### src/rtl/audio_pkg.sv
`default_nettype none
// ============================================================================
// Module      : audio_pkg
// Description : Shared serial-audio definitions: output format encodings and
//               a constant clog2 helper used for port and counter widths.
// Revision    : 1.0 - initial release
// ============================================================================
package audio_pkg;

    localparam logic [1:0] MODE_I2S = 2'd0;
    localparam logic [1:0] MODE_LJ  = 2'd1;
    localparam logic [1:0] MODE_TDM = 2'd2;

    // Ceiling log2; returns 0 for values <= 1.
    function automatic int clog2(input int value);
        int result;
        int v;
        result = 0;
        v      = value - 1;
        while (v > 0) begin
            result = result + 1;
            v      = v >> 1;
        end
        return result;
    endfunction

endpackage
`default_nettype wire

### src/rtl/audio_frame_fifo.sv
`default_nettype none
// ============================================================================
// Module      : audio_frame_fifo
// Description : Show-ahead FIFO of whole audio frames. q always presents the
//               oldest stored frame; writes while full and reads while empty
//               are ignored.
// Revision    : 1.0 - initial release
// ============================================================================
module audio_frame_fifo
    import audio_pkg::*;
#(
    parameter int WIDTH = 64,
    parameter int DEPTH = 4
) (
    input  logic                    clk,
    input  logic                    aclr_n,
    input  logic [WIDTH-1:0]        data,
    input  logic                    wrreq,
    input  logic                    rdreq,
    output logic [WIDTH-1:0]        q,
    output logic                    full,
    output logic                    empty,
    output logic [clog2(DEPTH):0]   usedw
);

    localparam int c_aw = clog2(DEPTH);
    localparam int c_uw = c_aw + 1;
    localparam logic [c_uw-1:0] c_depth = c_uw'(DEPTH);

    logic [WIDTH-1:0] r_mem [DEPTH];
    logic [c_aw-1:0]  r_wptr;
    logic [c_aw-1:0]  r_rptr;
    logic [c_uw-1:0]  r_used;
    logic             w_wr;
    logic             w_rd;

    assign w_wr  = wrreq && !full;
    assign w_rd  = rdreq && !empty;
    assign full  = (r_used == c_depth);
    assign empty = (r_used == '0);
    assign usedw = r_used;
    assign q     = r_mem[r_rptr];

    // Frame storage; contents need no reset because occupancy gates every read.
    always_ff @(posedge clk) begin
        if (w_wr) begin
            r_mem[r_wptr] <= data;
        end
    end

    // Pointers and occupancy; a simultaneous write and read keep the count.
    always_ff @(posedge clk or negedge aclr_n) begin
        if (!aclr_n) begin
            r_wptr <= '0;
            r_rptr <= '0;
            r_used <= '0;
        end else begin
            if (w_wr) begin
                r_wptr <= r_wptr + 1'b1;
            end
            if (w_rd) begin
                r_rptr <= r_rptr + 1'b1;
            end
            case ({w_wr, w_rd})
                2'b10:   r_used <= r_used + 1'b1;
                2'b01:   r_used <= r_used - 1'b1;
                default: r_used <= r_used;
            endcase
        end
    end

endmodule
`default_nettype wire

### src/rtl/i2s_tdm_out.sv
`default_nettype none
// ============================================================================
// Module      : i2s_tdm_out
// Description : Multi-channel serial audio transmitter. Buffers frames in a
//               FIFO, divides clk down to sck/bck and shifts frames out MSB
//               first in I2S, left-justified or TDM format.
// Revision    : 1.0 - initial release
// ============================================================================
module i2s_tdm_out
    import audio_pkg::*;
#(
    parameter int SAMPLE_W   = 32,
    parameter int CHANNELS   = 2,
    parameter int FIFO_DEPTH = 4,
    parameter int BCK_DIV    = 4,
    parameter int SCK_DIV    = 2
) (
    input  logic                            clk,
    input  logic                            aclr_n,
    input  logic [CHANNELS*SAMPLE_W-1:0]    sample,
    input  logic                            wrreq,
    output logic                            wrfull,
    output logic [clog2(FIFO_DEPTH):0]      wrusedw,
    input  logic [1:0]                      mode,
    input  logic                            clr_status,
    output logic                            underrun,
    output logic                            overflow,
    output logic                            sck,
    output logic                            bck,
    output logic                            lrck,
    output logic                            dout
);

    localparam int c_frame = CHANNELS * SAMPLE_W;
    localparam int c_bw    = clog2(c_frame);
    localparam int c_dw    = clog2(BCK_DIV);
    localparam int c_sw    = clog2(SCK_DIV);

    localparam logic [c_dw-1:0] c_bck_rise  = c_dw'(BCK_DIV / 2 - 1);
    localparam logic [c_dw-1:0] c_bck_fall  = c_dw'(BCK_DIV - 1);
    localparam logic [c_sw-1:0] c_sck_rise  = c_sw'(SCK_DIV / 2 - 1);
    localparam logic [c_sw-1:0] c_sck_fall  = c_sw'(SCK_DIV - 1);
    localparam logic [c_bw-1:0] c_last_slot = c_bw'(c_frame - 1);
    // More than two channels can only be carried as TDM, so start in that format.
    localparam logic [1:0] c_reset_mode = (CHANNELS > 2) ? MODE_TDM : MODE_I2S;

    logic [c_dw-1:0]    r_dcnt;
    logic [c_sw-1:0]    r_scnt;
    logic               r_bck;
    logic               r_sck;
    logic [c_bw-1:0]    r_bcnt;
    logic [c_frame-1:0] r_sr;
    logic [1:0]         r_mode;
    logic               r_lrck;
    logic               r_dout;
    logic               r_underrun;
    logic               r_overflow;

    logic               w_fall;
    logic               w_start;
    logic               w_pop;
    logic               w_empty;
    logic [c_frame-1:0] w_fifo_q;
    logic [c_bw-1:0]    w_bcnt_next;
    logic [c_frame-1:0] w_sr_next;
    logic [1:0]         w_mode_in;
    logic [1:0]         w_mode_next;
    logic               w_ws;
    logic               w_lrck_next;

    audio_frame_fifo #(
        .WIDTH (c_frame),
        .DEPTH (FIFO_DEPTH)
    ) u_fifo (
        .clk    (clk),
        .aclr_n (aclr_n),
        .data   (sample),
        .wrreq  (wrreq),
        .rdreq  (w_pop),
        .q      (w_fifo_q),
        .full   (wrfull),
        .empty  (w_empty),
        .usedw  (wrusedw)
    );

    // Bit clock divider; the cycle bck drops is the fall event driving the serialiser.
    always_ff @(posedge clk or negedge aclr_n) begin
        if (!aclr_n) begin
            r_dcnt <= '0;
            r_bck  <= 1'b0;
        end else begin
            r_dcnt <= w_fall ? '0 : r_dcnt + 1'b1;
            if (r_dcnt == c_bck_rise) begin
                r_bck <= 1'b1;
            end else if (w_fall) begin
                r_bck <= 1'b0;
            end
        end
    end

    // Master clock divider, independent of the bit clock.
    always_ff @(posedge clk or negedge aclr_n) begin
        if (!aclr_n) begin
            r_scnt <= '0;
            r_sck  <= 1'b0;
        end else begin
            r_scnt <= (r_scnt == c_sck_fall) ? '0 : r_scnt + 1'b1;
            if (r_scnt == c_sck_rise) begin
                r_sck <= 1'b1;
            end else if (r_scnt == c_sck_fall) begin
                r_sck <= 1'b0;
            end
        end
    end

    // Word select for stereo formats: high while the slot belongs to channel 1.
    generate
        if (CHANNELS == 2) begin : g_stereo
            assign w_ws = (w_bcnt_next >= c_bw'(SAMPLE_W));
        end else begin : g_mono
            assign w_ws = 1'b0;
        end
    endgenerate

    // Slot sequencing, frame load and format selection for the coming slot.
    always_comb begin
        w_fall      = (r_dcnt == c_bck_fall);
        w_start     = w_fall && (r_bcnt == c_last_slot);
        w_pop       = w_start && !w_empty;
        w_bcnt_next = w_start ? '0 : r_bcnt + 1'b1;

        w_mode_in = MODE_LJ;
        if (CHANNELS > 2) begin
            w_mode_in = MODE_TDM;
        end else if (mode == MODE_I2S) begin
            w_mode_in = MODE_I2S;
        end else if (mode == MODE_TDM) begin
            w_mode_in = MODE_TDM;
        end
        w_mode_next = w_start ? w_mode_in : r_mode;

        if (w_start) begin
            w_sr_next = w_pop ? w_fifo_q : '0;
        end else begin
            w_sr_next = {r_sr[c_frame-2:0], 1'b0};
        end

        // TDM frame sync sits in the last slot, one bck ahead of the ch0 MSB.
        w_lrck_next = (w_mode_next == MODE_TDM) ? (w_bcnt_next == c_last_slot) : w_ws;
    end

    // Serialiser state; all pin-visible data changes happen on fall events only.
    always_ff @(posedge clk or negedge aclr_n) begin
        if (!aclr_n) begin
            r_bcnt <= '0;
            r_sr   <= '0;
            r_mode <= c_reset_mode;
            r_lrck <= 1'b0;
            r_dout <= 1'b0;
        end else if (w_fall) begin
            r_bcnt <= w_bcnt_next;
            r_sr   <= w_sr_next;
            r_mode <= w_mode_next;
            r_lrck <= w_lrck_next;
            // I2S delays data one slot, so it emits the bit that was current before this event.
            r_dout <= (w_mode_next == MODE_I2S) ? r_sr[c_frame-1] : w_sr_next[c_frame-1];
        end
    end

    // Sticky status; a set event outranks a simultaneous clear.
    always_ff @(posedge clk or negedge aclr_n) begin
        if (!aclr_n) begin
            r_underrun <= 1'b0;
            r_overflow <= 1'b0;
        end else begin
            r_underrun <= (w_start && w_empty) || (r_underrun && !clr_status);
            r_overflow <= (wrreq && wrfull) || (r_overflow && !clr_status);
        end
    end

    assign sck      = r_sck;
    assign bck      = r_bck;
    assign lrck     = r_lrck;
    assign dout     = r_dout;
    assign underrun = r_underrun;
    assign overflow = r_overflow;

endmodule
`default_nettype wire

### config.mk
export PLATFORM = sky130hd
export DESIGN_NAME = i2s_tdm_out
export DESIGN_NICKNAME = d
export VERILOG_FILES = /design/src/rtl/audio_pkg.sv /design/src/rtl/audio_frame_fifo.sv /design/src/rtl/i2s_tdm_out.sv
export SDC_FILE = /design/constraint.sdc
export NUM_CORES = 1
export LEC_CHECK = 0
export CORE_MARGIN = 5
export CORE_UTILIZATION = 50
export DETAILED_ROUTE_END_ITERATION = 8
export GPL_TIMING_DRIVEN = 0
export HOLD_SLACK_MARGIN = 0.02
export PLACE_DENSITY = 0.71
export SYNTH_ARGS = -nofsm -noshare
export SYNTH_HDL_FRONTEND = slang
export SYNTH_SLANG_ARGS = --single-unit
### constraint.sdc
create_clock -name clk -period 4.2 [get_ports clk]
set_input_delay 1.05 -clock clk [delete_from_list [all_inputs] [get_ports clk]]
set_output_delay 1.05 -clock clk [all_outputs]
set_load 0.01 [all_outputs]
* Yosys cells after proc, flatten, opt, wreduce, memory -nomap -nowiden *
Memory sizes are Yosys's and may differ from the RTL's.
Index checks and enable logic that the tools add are counted.

cells by class
  add/sub/neg operators = 7
  magnitude comparators = 1
  eq/ne operators = 9
  multiplexer cells = 16
  reduce and logical (&&, ||, !) cells = 18

operators with widths
  operator             count
  $mux 64              2
  $eq 6x6->1 const B   2
  $eq 2x2->1 const B   4
  $logic_and 1x1->1    8
  $mux 1               8
  $mux 2               4
  $add 2x1->2 const B  3
  $add 6x1->6 const B  1
  $ge 6x6->1 const B   1
  $mux 6               1
  $pmux 3 s2           1
  $eq 2x1->1 const B   2
  $logic_not 2->1      2
  $reduce_bool 2->1    2
  $add 3x1->3 const B  1
  $eq 3x3->1 const B   1
  $logic_not 1->1      3
  $logic_not 3->1      1
  $sub 3x1->3 const B  1
  $logic_or 1x1->1     2
  $add 1x1->1 const B  1

storage, ports and cells
  register bits after elaboration = 88
  RAM bits = 256
  logic and storage cells = 66
  memories kept = 1

memories
  memory        words  bits a word  read ports  clocked after memory_dff  write ports  line                    RTL
  u_fifo.r_mem  4      64           1           0                         1            audio_frame_fifo.sv:30  logic [WIDTH-1:0] r_mem [DEPTH];

* Longest topological paths before layout *
Gate-level depths: netlist of the first run.

  word-level depth = 6
  gate-level depth with buffers = 11

* Hierarchy *
A second synthesis of the first run with hierarchy kept.

unflattened totals
  cell total of the unflattened synthesis = 716
  area, all modules = 13,251.5 um^2

by module, submodules not included
  module            times used  cells each  area each (um^2)  seq. area each (um^2)
  audio_frame_fifo  1           371         9,655.5           7,862.5
  i2s_tdm_out       1           345         3,595.9           2,001.9

* Worst setup path after synthesis of the first run *
OpenSTA, ideal clock, no wires.

  kind = input-to-reg
  start = in wrreq
  end = mem u_fifo.r_mem[0][0] (enable)
  setup time = 0.429 ns
  arrival = 2.926 ns
  required time = 3.771 ns
  slack = 0.845 ns
  cell stages on the path = 3
  cells stage by stage = nor2b_1 clkbuf_1 and2_1

on the way
  word-level cells in the longest chain between the ends = 3

ends and longest elaborated chain
  item                          line                    RTL
  start: declaration            i2s_tdm_out.sv:21       input logic wrreq,
  $logic_and 1x1->1             audio_frame_fifo.sv:37  assign w_wr = wrreq && !full;
  $mux 1                        audio_frame_fifo.sv:46  if (w_wr) begin
  $mux 1 (not written as such)  audio_frame_fifo.sv:47  r_mem[r_wptr] <= data;
  end: declaration              audio_frame_fifo.sv:30

Every way passes these cells.

* Worst setup path in the final report of the first run *
  start = reg u_fifo.r_used[1], in the netlist u_fifo.usedw[1]
  end = out wrfull

on the way
  word-level cells in the longest chain between the ends = 1

ends and longest elaborated chain
  item                      line                    RTL
  start: declaration        audio_frame_fifo.sv:33  logic [c_uw-1:0] r_used;
  start signal: assignment  audio_frame_fifo.sv:65  2'b10: r_used <= r_used + 1'b1;
  start signal: assignment  audio_frame_fifo.sv:66  2'b01: r_used <= r_used - 1'b1;
  start signal: assignment  audio_frame_fifo.sv:67  default: r_used <= r_used;
  $eq 3x3->1                audio_frame_fifo.sv:39  assign full = (r_used == c_depth);
  end: declaration          i2s_tdm_out.sv:22       output logic wrfull,

Every way passes these cells.

==> flow_summary.json, run 1 <==
{
  "status": "complete, no violations",
  "tightest_slew_ns": 0.774,
  "tns_ns": 0,
  "cts.repair.resized": 0,
  "synth_nets": 807,
  "grt_pass1_vias": 7370,
  "critPathLaunch": "u_fifo.usedw[1]",
  "r2r_cells": 6,
  "drive_gt1_frac": 0.221,
  "layout.nets": 929,
  "start_util": 0.502,
  "final_core_util": 0.598,
  "start_kind": "flop",
  "yosys.area.top_type_share": 0.572,
  "cts_tree": "done",
  "regToRegEndpoint": "u_fifo.r_mem[0][59]",
  "powerDensity_nw_per_um2": 525,
  "wl_per_cell_um": 21.3,
  "area_delta_synth_final_pct": 19.0,
  "cts_buffers": 36,
  "holdBufCountCts": 0,
  "gp_congestion": 0.768,
  "syn_inst": 727,
  "seqCellArea_um2": 9860,
  "critPathCaptureType": "output port",
  "max_cap_violations": 0,
  "track_usage": 0.175,
  "cp-endpoint": "wrfull",
  "dp.cells": 1152,
  "rsz0062_at_grt": "false",
  "worstPathArrival_ns": 1.81,
  "final_cell_count_no_fill": 1216,
  "io_buffer_count": 79,
  "ys_top_cells_by_count": "edfxtp_1 (256), nor2_1 (130), dfrtp_1 (87), mux4_2 (64), a221oi_2 (37)",
  "yosysUniqueCellTypes": 42,
  "ys_warn_count": 0,
  "htreeDepth": 2,
  "synth_flop_cell": "edfxtp_1",
  "wl_um": 25900,
  "fp.dieH_um": 174,
  "synth_area_um2": 13400,
  "dp_hpwl_um": 15900,
  "r2r_slack_ns": 1.77,
  "yosysMostFrequentCell": "edfxtp_1",
  "die_w_um": 174,
  "num_vias": 6961,
  "drt-initial-drc-count": 529,
  "num_rows": 60,
  "fillCellCount": 1983,
  "reg2reg_from": "u_fifo.usedw[1]",
  "clk_pin_slew_ns": 0.06,
  "clock_path_buffers": 3,
  "cp_max_fo": 4,
  "drtPass1Iterations": 5,
  "cts.sinks": 343,
  "overflow": 0,
  "antenna_left": 0,
  "finalHoldViolations": 0,
  "slew_viol_final": 0,
  "setup_viol": 0,
  "p_total_mw": 8.38,
  "grt_pass1_wl_um": 41700,
  "min_path_type": "flop to flop",
  "place_area_um2": 14800,
  "layout_min_cycle_time_ns": 2.86,
  "finalClockSkew_ns": 0.0129,
  "timing.slew.headroom": 0.484,
  "synth_area_leaders": "edfxtp_1 (57%), dfrtp_1 (16%), mux4_2 (11%), a221oi_2 (4.1%), nor2_1 (3.6%)",
  "cp.required_ns": 3.15,
  "design.portCount": 80,
  "clockRootBuffer": "clkbuf_16",
  "diodes": 0,
  "pre_cts_slack_ns": 0.912,
  "synth_edf_count": 256,
  "coreArea_um2": 26700,
  "drcViolationCount": 0,
  "postCtsSetupBuffers": 0,
  "synth_seq_cells": 343,
  "whs_ns": 0.418,
  "grt_max_degree": 60,
  "syn_avg_cell_area_um2": 18.5,
  "async_flop_share": 0.254,
  "insertion_delay_ns": 0.51,
  "viasPerCell": 5.72,
  "finalCritPeriodShare": 0.680,
  "p_leak_nw": 5.77,
  "ir_worst_vdd_v": 0.000374,
  "die_area_um2": 30200,
  "multi_input_area_um2": 3300,
  "fmax_mhz": 350,
  "setup_slack_ns": 1.34,
  "fin_area_um2": 16000,
  "yosysSeqAreaShare": 0.735,
  "yosysTopAreaCell": "edfxtp_1",
  "antenna_found_initial": 1,
  "hp-start": "sck",
  "critical_path_class": "flop to output port"
}
-- worst min path at each step --
stage	endpoint	slack [ns]	cells after the start
2_1_floorplan	r_dcnt[0]	0.43	1
3_3_place_gp	sck	0.41	1
3_5_place_dp	sck	0.42	1
4_1_cts	sck	0.43	1
5_1_grt	sck	0.45	1
6_report	sck	0.42	1
-- power by group --
| part | switching (mW) | internal, mW | total, mW |
|---|---|---|---|
| registers | 0.122 | 4.21 | 4.34 |
| clock network | 1.23 | 1.96 | 3.19 |
| logic | 0.526 | 0.329 | 0.855 |
-- cell families after synthesis --
family          synth area share
compound gates            0.0670
xor+xnor                 0.00717
fa+ha+maj                0.00988
buf+inv                   0.0205
flops                      0.735
mux                        0.108
simple gates              0.0527
-- layout make-up --
type / count / area share
Multi-Input combinational cell: 329 / 0.207
Clock inverter: 17 / 0.0131
Tap cell: 341 / 0.0267
Timing Repair Buffer: 84 / 0.0575
Inverter: 13 / 0.00305
Sequential cell: 343 / 0.617
Clock buffer: 47 / 0.0616
Buffer: 42 / 0.0142
-- cell usage in the layout (no fill, tap or decap), drive strengths merged, types with 11 or more instances in the layout --
cell,instances
clkdlybuf4s50,78
dfrtp,87
clkinv,11
mux4,64
buf,30
nor2,133
a221oi,63
inv,13
clkbuf,65
edfxtp,256
-- state kept, by name (all words and copies together), names as in the netlist --
| register | count |
|---|---|
| r_dcnt | 2 |
| dout | 1 |
| bck | 1 |
| u_fifo.r_wptr | 2 |
| r_sr | 64 |
| r_bcnt | 6 |
| lrck | 1 |
| u_fifo.r_rptr | 2 |
| u_fifo.r_mem | 256 |
| overflow | 1 |
| underrun | 1 |
| sck | 1 |
| u_fifo.usedw | 3 |
| r_mode | 2 |
-- per-layer routing --
layer  track usage  routed length, um
met5             0                 13
met1         0.245              11200
met3        0.0334               1350
met4        0.0455                520
met2         0.288              12800
-- worst max-delay path, stage by stage, from the launching register on --
cell	delay, ns
dfrtp_1	0.44
inv_1	0.12
and3_1	0.20
clkdlybuf4s50_1	0.55
Power figures use the tool's default switching activity.
==> run 2, diff against run 1 <==
==> constraint.sdc (replaced) <==
create_clock -name clk -period 2.9 [get_ports clk]
set_input_delay 0.725 -clock clk [delete_from_list [all_inputs] [get_ports clk]]
set_output_delay 0.725 -clock clk [all_outputs]
set_load 0.01 [all_outputs]
==> run 2 against run 1 <==
Non-clock buffer count is the same. Combinational power grew 45%. Largest cell class unchanged. Largest power group unchanged. Die area did not move.
==> flow_summary.json, run 2 (same netlist as run 1, synthesis figures left out) <==
{
  "overflow": 0,
  "num_rows": 60,
  "cts.sinks": 343,
  "insertion_delay_ns": 0.50,
  "cts_buffers": 35,
  "regToRegEndpoint": "u_fifo.r_mem[0][53]",
  "critPathCaptureType": "output port",
  "layout.nets": 928,
  "place_area_um2": 14800,
  "die_w_um": 174,
  "timing.slew.headroom": 0.490,
  "largestRegisters": "u_fifo.r_mem x256, r_sr x64, r_bcnt x6",
  "rsz0062_at_grt": "false",
  "drtPass1Iterations": 5,
  "drive_gt1_frac": 0.214,
  "setup_viol": 0,
  "dp_hpwl_um": 16000,
  "switchingPower_mw": 2.69,
  "p_int_mw": 9.07,
  "seqCellArea_um2": 9860,
  "dp.cells": 1152,
  "finalHoldViolations": 0,
  "cp_slowest_cell": "clkdlybuf4s50_1",
  "postCtsSetupBuffers": 0,
  "grt_use_met1": 0.235,
  "layout_commonest_cell": "edfxtp_1",
  "drcViolationCount": 0,
  "use_met2": 0.281,
  "p_sw_frac": 0.229,
  "design.portCount": 80,
  "r2r_cells": 6,
  "fp.dieH_um": 174,
  "io_buffer_count": 79,
  "min_path_type": "input pin to async pin",
  "antenna_left": 0,
  "antenna_found_initial": 1,
  "finalCritPeriodShare": 0.888,
  "drt-initial-drc-count": 530,
  "grtUsageMet3": 0.0332,
  "p_leak_nw": 5.72,
  "clockRootBuffer": "clkbuf_16",
  "area_delta_synth_final_pct": 18.3,
  "crit_chain": "inv_1, and3_1, clkdlybuf4s50_1",
  "start_kind": "flop",
  "htreeDepth": 2,
  "layout_min_cycle_time_ns": 2.57,
  "cts.repair.resized": 0,
  "gp_congestion": 0.756,
  "die_area_um2": 30200,
  "tightest_slew_ns": 0.765,
  "final_cell_count_no_fill": 1216,
  "fin_area_um2": 15900,
  "top_usage_layer": "met2",
  "r2r_slack_ns": 0.50,
  "max_cap_violations": 0,
  "slew_viol_final": 0,
  "coreArea_um2": 26700,
  "cts_tree": "done",
  "fillCellCount": 1978,
  "powerDensity_nw_per_um2": 740,
  "multi_input_area_um2": 3300,
  "largest_register_ffs": 256,
  "viasPerCell": 5.70,
  "critical_path_class": "flop to output port",
  "path_delay_family": "buffers and inverters",
  "status": "complete, no violations",
  "combPwrFrac": 0.106,
  "grt_pass1_vias": 7156,
  "power.clock.fraction": 0.360,
  "fmax_mhz": 388,
  "power_frac_seq": 0.534,
  "critical_path_buf_inv_count": 2,
  "finalClockSkew_ns": 0.00862,
  "cp_max_fo": 4,
  "clk_pin_slew_ns": 0.06,
  "clock_path_buffers": 3,
  "regMostFlops": "u_fifo.r_mem",
  "holdBufCountCts": 0,
  "start_util": 0.502,
  "grt_pass1_wl_um": 40600,
  "final_cell_mix": "edfxtp_1 (256), nor2_1 (130), dfrtp_1 (87)",
  "ir_worst_vdd_v": 0.000454,
  "grt_max_degree": 53,
  "reg2reg_from": "u_fifo.usedw[1]",
  "cp.required_ns": 2.17,
  "num_vias": 6933,
  "critPathMaxStageDelay_ns": 0.56,
  "wl_per_cell_um": 21.3,
  "worstPathArrival_ns": 1.85,
  "track_usage": 0.170,
  "wl_um": 25800
}
[run 2: cell count changes in the layout (fill, tap and decap cells not counted), moves of 3 or more]
cell and delta:
bufinv_16 -5, clkinv_2 -5, clkbuf_1 +6, clkbuf_8 +3
[run 2: cell type report]
cell class | count | share of cell area
Antenna cell | 1 | 0.000158
Buffer | 42 | 0.0143
Clock buffer | 56 | 0.0659
Clock inverter | 7 | 0.00291
Inverter | 13 | 0.00307
Multi-Input combinational cell | 329 | 0.208
Sequential cell | 343 | 0.621
Tap cell | 341 | 0.0269
Timing Repair Buffer | 84 | 0.0583
[run 2: metrics by stage]
stage	utilization	worst slack, ns	setup TNS, ns	power [mW]	hold WS (ns)
4_1_cts	0.594	0.315	0	11.9	0.242
3_5_place_dp	0.553	0.0177	0	7.66	0.412
2_1_floorplan	-	0.522	0	6.98	0.429
3_3_place_gp	0.548	-2.34	-387.35	7.51	0.408
5_1_grt	0.594	0.283	0	12.2	0.264
6_report	0.594	0.325	0	11.8	0.233
[run 2: power groups by stage]
stage	logic [mW]	clock network, mW	registers, mW
floorplan	0.629	0	6.35
CTS	1.28	4.35	6.28
finish	1.24	4.23	6.28
global placement	1.13	0	6.39
global route	1.34	4.56	6.33
detailed placement	1.28	0	6.38
[run 2: metal layers]
metal / wire, um / part of all wire / vias to the layer above
li1: - / - / 3107
met1: 11000 / 0.43 / 3612
met2: 13000 / 0.50 / 164
met3: 1380 / 0.053 / 48
met4: 466 / 0.018 / 2
met5: 12 / 0.00046 / -
[run 2: worst max-delay path by stage]
stage	end	slack, ns	start	depth (start not counted)
4_1_cts	wrfull	0.31	u_fifo.usedw[1]	3
3_3_place_gp	r_sr[48]	-2.34	aclr_n	1
3_5_place_dp	u_fifo.r_mem[0][23]	0.02	wrreq	5
6_report	wrfull	0.33	u_fifo.usedw[1]	3
5_1_grt	wrfull	0.28	u_fifo.usedw[1]	3
2_1_floorplan	u_fifo.r_mem[0][0]	0.52	u_fifo.usedw[0]	5
